===== src/rtl/tblock_distributor.sv =====
// Thread-block distributor: round-robin allocation to clusters with a free warp,
// and a round-robin merge of per-cluster done reports into one buffered stream.
// Optional perf counters are enabled by defining TBLOCK_DISTRIBUTOR_PERF_EN.
module tblock_distributor #(
    parameter int NumClusters   = 4,
    parameter int PcWidth       = 16,
    parameter int AddressWidth  = 32,
    parameter int TblockIdxBits = 8,
    parameter int TgroupIdBits  = 8,
    parameter int DoneFifoDepth = 4
) (
    input  logic                                  clk_i,
    input  logic                                  rst_i,

    output logic                                  warp_free_o,
    input  logic                                  allocate_warp_i,
    input  logic [PcWidth-1:0]                    allocate_pc_i,
    input  logic [AddressWidth-1:0]               allocate_dp_addr_i,
    input  logic [TblockIdxBits-1:0]              allocate_tblock_idx_i,
    input  logic [TgroupIdBits-1:0]               allocate_tgroup_id_i,

    input  logic [NumClusters-1:0]                cl_warp_free_i,
    output logic [NumClusters-1:0]                cl_allocate_warp_o,
    output logic [PcWidth-1:0]                    cl_allocate_pc_o,
    output logic [AddressWidth-1:0]               cl_allocate_dp_addr_o,
    output logic [TblockIdxBits-1:0]              cl_allocate_tblock_idx_o,
    output logic [TgroupIdBits-1:0]               cl_allocate_tgroup_id_o,

    input  logic [NumClusters-1:0]                cl_tblock_done_i,
    input  logic [NumClusters*TgroupIdBits-1:0]   cl_tblock_done_id_i,
    output logic [NumClusters-1:0]                cl_tblock_done_ready_o,

    output logic                                  tblock_done_o,
    output logic [TgroupIdBits-1:0]               tblock_done_id_o,
    input  logic                                  tblock_done_ready_i,

    output logic [31:0]                           perf_dispatched_o,
    output logic [31:0]                           perf_done_o
);

    localparam int RrW  = (NumClusters > 1) ? $clog2(NumClusters) : 1;
    localparam int PtrW = $clog2(DoneFifoDepth);
    localparam int CntW = PtrW + 1;

    // Returns {found, index} of the first set request at or after ptr, wrapping.
    function automatic logic [RrW:0] rr_pick(input logic [NumClusters-1:0] req,
                                             input logic [RrW-1:0] ptr);
        logic         found;
        logic [RrW-1:0] idx;
        logic [RrW-1:0] cand;
        int           tmp;
        found = 1'b0;
        idx   = '0;
        for (int k = 0; k < NumClusters; k++) begin
            tmp = int'(ptr) + k;
            if (tmp >= NumClusters) tmp = tmp - NumClusters;
            cand = RrW'(tmp);
            if (!found && req[cand]) begin
                found = 1'b1;
                idx   = cand;
            end
        end
        return {found, idx};
    endfunction

    function automatic logic [RrW-1:0] rr_next(input logic [RrW-1:0] idx);
        if (int'(idx) >= NumClusters - 1) return '0;
        return idx + 1'b1;
    endfunction

    // ---------------- allocation ----------------
    logic [RrW-1:0]         alloc_rr_q;
    logic [NumClusters-1:0] eligible;
    logic [RrW:0]           alloc_pick;
    logic [RrW-1:0]         alloc_sel;
    logic [NumClusters-1:0] alloc_onehot;
    logic                   alloc_accept;

    // A just-pulsed cluster still reports free this cycle, so it is masked out.
    assign eligible     = cl_warp_free_i & ~cl_allocate_warp_o;
    assign warp_free_o  = ~rst_i & (|eligible);
    assign alloc_accept = allocate_warp_i & warp_free_o;
    assign alloc_pick   = rr_pick(eligible, alloc_rr_q);
    assign alloc_sel    = alloc_pick[RrW-1:0];

    always_comb begin
        alloc_onehot            = '0;
        alloc_onehot[alloc_sel] = 1'b1;
    end

    always_ff @(posedge clk_i) begin
        if (rst_i) begin
            alloc_rr_q               <= '0;
            cl_allocate_warp_o       <= '0;
            cl_allocate_pc_o         <= '0;
            cl_allocate_dp_addr_o    <= '0;
            cl_allocate_tblock_idx_o <= '0;
            cl_allocate_tgroup_id_o  <= '0;
        end else begin
            cl_allocate_warp_o <= '0;
            if (alloc_accept) begin
                cl_allocate_warp_o       <= alloc_onehot;
                cl_allocate_pc_o         <= allocate_pc_i;
                cl_allocate_dp_addr_o    <= allocate_dp_addr_i;
                cl_allocate_tblock_idx_o <= allocate_tblock_idx_i;
                cl_allocate_tgroup_id_o  <= allocate_tgroup_id_i;
                alloc_rr_q               <= rr_next(alloc_sel);
            end
        end
    end

    // ---------------- done merge ----------------
    logic [TgroupIdBits-1:0] done_id [NumClusters];
    logic [RrW-1:0]          done_rr_q;
    logic [RrW:0]            done_pick;
    logic [RrW-1:0]          done_sel;
    logic                    done_found;

    for (genvar j = 0; j < NumClusters; j++) begin : g_done_id
        assign done_id[j] = cl_tblock_done_id_i[j*TgroupIdBits +: TgroupIdBits];
    end

    logic [TgroupIdBits-1:0] fifo_mem [DoneFifoDepth];
    logic [PtrW-1:0]         wr_ptr_q;
    logic [PtrW-1:0]         rd_ptr_q;
    logic [CntW-1:0]         count_q;
    logic                    full;
    logic                    push;
    logic                    pop;

    assign done_pick  = rr_pick(cl_tblock_done_i, done_rr_q);
    assign done_found = done_pick[RrW];
    assign done_sel   = done_pick[RrW-1:0];
    assign full       = (count_q == CntW'(DoneFifoDepth));

    // Grant depends only on the current full flag; a same-cycle pop never frees a slot.
    always_comb begin
        cl_tblock_done_ready_o = '0;
        if (!rst_i && done_found && !full) cl_tblock_done_ready_o[done_sel] = 1'b1;
    end

    assign push             = |cl_tblock_done_ready_o;
    assign tblock_done_o    = ~rst_i & (count_q != '0);
    assign tblock_done_id_o = tblock_done_o ? fifo_mem[rd_ptr_q] : '0;
    assign pop              = tblock_done_o & tblock_done_ready_i;

    always_ff @(posedge clk_i) begin
        if (push) fifo_mem[wr_ptr_q] <= done_id[done_sel];
    end

    always_ff @(posedge clk_i) begin
        if (rst_i) begin
            done_rr_q <= '0;
            wr_ptr_q  <= '0;
            rd_ptr_q  <= '0;
            count_q   <= '0;
        end else begin
            if (push) begin
                wr_ptr_q  <= wr_ptr_q + 1'b1;
                done_rr_q <= rr_next(done_sel);
            end
            if (pop) rd_ptr_q <= rd_ptr_q + 1'b1;
            if (push && !pop)      count_q <= count_q + 1'b1;
            else if (!push && pop) count_q <= count_q - 1'b1;
        end
    end

    // ---------------- perf counters ----------------
`ifdef TBLOCK_DISTRIBUTOR_PERF_EN
    logic [31:0] perf_dispatched_q;
    logic [31:0] perf_done_q;

    always_ff @(posedge clk_i) begin
        if (rst_i) begin
            perf_dispatched_q <= '0;
            perf_done_q       <= '0;
        end else begin
            if (alloc_accept && perf_dispatched_q != '1) perf_dispatched_q <= perf_dispatched_q + 1'b1;
            if (pop && perf_done_q != '1)                perf_done_q       <= perf_done_q + 1'b1;
        end
    end

    assign perf_dispatched_o = perf_dispatched_q;
    assign perf_done_o       = perf_done_q;
`else
    assign perf_dispatched_o = '0;
    assign perf_done_o       = '0;
`endif

endmodule


===== config.mk =====
export PLATFORM = sky130hd
export DESIGN_NAME = tblock_distributor
export DESIGN_NICKNAME = d
export VERILOG_FILES = /design/src/rtl/tblock_distributor.sv
export SDC_FILE = /design/constraint.sdc
export NUM_CORES = 1
export LEC_CHECK = 0
export CORE_ASPECT_RATIO = 1.4
export CORE_MARGIN = 8
export CORE_UTILIZATION = 40
export CTS_CLUSTER_DIAMETER = 200
export DETAILED_ROUTE_END_ITERATION = 16
export GPL_TIMING_DRIVEN = 0
export PLACE_DENSITY_LB_ADDON = 0.08
export SKIP_LAST_GASP = 1
export SLEW_MARGIN = 20
export SYNTH_ARGS = -nofsm -noshare
export SYNTH_HDL_FRONTEND = slang
export SYNTH_SLANG_ARGS = --single-unit

===== constraint.sdc =====
create_clock -name clk_i -period 5.8 [get_ports clk_i]
set_input_delay 1.16 -clock clk_i [delete_from_list [all_inputs] [get_ports clk_i]]
set_output_delay 1.16 -clock clk_i [all_outputs]
set_load 0.02 [all_outputs]

==> impl_metrics.csv <==
group,metric,value,unit
die,rows,50,
logic_synthesis,synth_edf_count,32,
logic_synthesis,synth_xor_xnor_area_share,0.00813,
clock_tree,cts.sinks,113,
detailed_routing,num_vias,4400,
pwr,p_leak,3.71,nW
clock_tree,clockBufferDepth,2,
clock_tree,clk_pin_slew,0.05,ns
detailed_routing,dr.first_iter.drc_count,149,
logic_synthesis,synth_flop_cell,"dfxtp_1",
clock_tree,cts_tree,"built",
cells_and_area,diodes,0,
setup_path,cp.required,4.64,ns
timing,rsz0062_at_grt,"false",
pwr,power,2.80,mW
clock_tree,cts_buffers,17,
setup_path,crit_path_max_incr_delay,0.54,ns
logic_synthesis,synth_fa_ha_area_frac,0.0339,
cells_and_area,area_growth,55.4,%
logic_synthesis,syn_area,5390,um^2
pwr,pwr_density_cell,335,nW/um^2
pwr,p_seq_frac,0.349,
outcome,status,"complete, no violations",
place,hpwlAfterDp,12200,um
setup_path,worst_ep_arrival_time,3.60,ns
timing,max_freq,210,MHz
die,fp.dieH,153,um
timing,slew_headroom,0.639,
detailed_routing,wl_per_cell,15.5,um
logic_synthesis,synthSimpleGateAreaFrac,0.231,
timing,fin_crit,4.76,ns
timing,fin_crit_sh,0.821,
timing,fin_worst_skew,0.00674,ns
pwr,power.share.clock,0.383,
cells_and_area,drive_gt1_frac,0.151,
clock_tree,cts.htree.levels,4,
logic_synthesis,synth_cell_types,40,
detailed_routing,viasPerCell,4.39,
logic_synthesis,yosysSeqAreaShare,0.479,
logic_synthesis,synth_top_family_by_area,"simple AND/OR/NAND/NOR gates",
grt,antenna_found_initial,0,
place,place_congestion,0.745,
timing,setup_viol,0,
setup_path,critPathMaxFanout,11,
detailed_routing,first_pass_iters,4,
die,die-area,17500,um^2
cells_and_area,fillers,1169,
grt,grt_usage,0.180,
logic_synthesis,ys_ff_latch,113,
setup_path,crit_chain,"clkdlybuf4s50_1 > nor2b_1 > a21oi_1 > o22ai_1 > a21oi_1 > buf_2 > inv_1 > ha_1 > and2_1 > clkdlybuf4s50_1",
grt,grt_max_degree,17,
grt,overflow,0,
setup_path,critPathCaptureType,"output pin",
cells_and_area,nNetsFinal,929,
logic_synthesis,synthCells,536,
timing,final_hold_viol_count,0,
min_path,worst_hold_path_type,"reg -> reg",
clock_tree,hold_buffers,0,
clock_tree,clk-insertion-delay-late,0.40,ns
pwr,p_int,2.04,mW
clock_tree,cts_setup_buffers,0,
cells_and_area,post-route-cell-area,8370,um^2
die,pin_count,254,
logic_synthesis,synthMuxAreaShare,0.0836,
timing,slew_violations,0,
clock_tree,clockRootBuffer,"clkbuf_16",
setup_path,slowest_stage,"clkdlybuf4s50_1",
logic_synthesis,syn_avg_cell_area,10.0,um^2
clock_tree,ctsResizeCount,0,
detailed_routing,drc,0,
logic_synthesis,synth_warnings,0,
grt,grt_pass1_wl,24700,um
timing,worst_slew_pin_slew,0.542,ns
setup_path,criticalPathCategory,"in -> out",
logic_synthesis,synthArstFlopShare,0,
timing,holdWs,0.470,ns
grt,grt_pass1_vias,4760,
setup_path,critical_path_buf_inv_count,4,
die,die_w,114,um
logic_synthesis,synth-compound-area-share,0.0353,
die,start_util,0.406,
pwr,switching_share,0.274,
timing,tns,0,ns
setup_path,crit_family,"buffers and inverters",
setup_path,crit_path_start_kind,"input port",
pwr,pwr-share-comb,0.268,
pwr,switchingPower,767,uW
detailed_routing,drt-total-wl,15500,um
place,port_buffers,189,
place,placed_area,7740,um^2
die,design.core.area,13300,um^2
detailed_routing,postRouteAntennaNets,0,
pwr,vdd_ir_drop_max,0.200,mV
job,drv_cap,0,
[flip-flops by register name, indices dropped and copies added (netlist names), named ones only]
name	cells
cl_allocate_dp_addr_o	32
done_rr_q	2
fifo_mem	32
rd_ptr_q	2
cl_allocate_warp_o	4
cl_allocate_tblock_idx_o	8
cl_allocate_tgroup_id_o	8
count_q	3
alloc_rr_q	2
cl_allocate_pc_o	16
wr_ptr_q	2
[worst min-delay path: stages, from the launching register on]
cell and delay, ns:
dfxtp_1 0.31, nand3b_1 0.07, nand2_1 0.05
[logic make-up after synthesis]
group | count (synthesis)
XOR/XNOR | 5
multiplexers | 35
AO/OA/AOI/OAI | 24
other | 1
flip-flops | 113
AND/OR/NAND/NOR | 241
adder cells (fa/ha/maj) | 14
buffers and inverters | 103
[per-stage QoR]
step / utilization / setup WS [ns] / instances
after detailed placement: 0.584 / 1.03 / 970
after global routing: 0.631 / 0.879 / 1002
after floorplan: - / 2.04 / 599
after CTS: 0.631 / 1.02 / 1002
final: 0.631 / 1.04 / 1002
after global placement: 0.584 / 1.12 / 970
[layout by cell type, fill, tap and decap left out, types with 2 or more instances in the layout]
cell / Yosys / routed
clkdlybuf4s50_1: 0 / 189
a21oi_1: 4 / 4
mux4_2: 8 / 8
mux2i_1: 27 / 27
o21a_1: 2 / 2
nand2b_4: 2 / 2
buf_4: 66 / 66
ha_1: 13 / 13
xor2_1: 4 / 4
bufinv_16: 0 / 2
buf_6: 4 / 4
and3_1: 4 / 4
nand2_1: 132 / 132
edfxtp_1: 32 / 32
nor2_1: 12 / 12
nor2b_1: 3 / 3
a211oi_2: 2 / 2
clkbuf_8: 0 / 7
o22ai_1: 3 / 3
clkbuf_16: 0 / 18
clkbuf_1: 11 / 15
dfxtp_1: 81 / 81
conb_1: 1 / 64
nand3b_1: 64 / 64
buf_2: 11 / 11
o21ai_0: 5 / 5
a21o_1: 3 / 3
inv_1: 10 / 10
and2_1: 17 / 17
[layout make-up]
class	count	area, um^2	area share
Inverter	10	37.5	0.00448
Multi-Input combinational cell	383	2350	0.281
Clock inverter	3	65.1	0.00777
Clock buffer	29	562	0.0671
Buffer	93	652	0.0779
Sequential cell	113	2580	0.309
Tap cell	182	228	0.0272
Timing Repair Buffer	189	1890	0.226
[cell usage after synthesis, types with 5 or more instances]
library cell / number / share of area
buf_2: 11 / 0.010
mux2i_1: 27 / 0.050
ha_1: 13 / 0.030
dfxtp_1: 81 / 0.30
and2_1: 17 / 0.020
o21ai_0: 5 / 0.0046
mux4_2: 8 / 0.033
buf_4: 66 / 0.092
nand3b_1: 64 / 0.089
inv_1: 10 / 0.0070
nor2_1: 12 / 0.0084
clkbuf_1: 11 / 0.0077
edfxtp_1: 32 / 0.18
nand2_1: 132 / 0.092
[power by group through the flow]
stage	logic (mW)	registers (mW)	clock network (mW)
finish	0.752	0.978	1.07
floorplan	0.426	1.03	0
global route	0.823	0.990	1.13
detailed placement	0.757	0.993	0
CTS	0.762	0.978	1.09
global placement	0.739	0.984	0
[worst paths after layout]
kind                                     start                                 to  slack, ns  depth (start not counted)
max                        cl_tblock_done_i[0]          cl_tblock_done_ready_o[2]       1.04                         10
min          cl_allocate_pc_o[12]$_SDFFE_PP0P_  cl_allocate_pc_o[12]$_SDFFE_PP0P_       0.47                          2
max reg2reg          done_rr_q[0]$_SDFFE_PP0P_            count_q[2]$_SDFFE_PP0P_       2.53                         15
min reg2reg  cl_allocate_pc_o[12]$_SDFFE_PP0P_  cl_allocate_pc_o[12]$_SDFFE_PP0P_       0.47                          2
[layer usage]
metal  routed length, um  vias to the layer above  GRT usage
met5                   0                        -          0
met4                 228                        0     0.0586
met3                1310                       11     0.0785
met2                8580                      132      0.339
met1                5360                     2055      0.166
li1                    -                     2202          -
(Power assumes the default switching activity.)
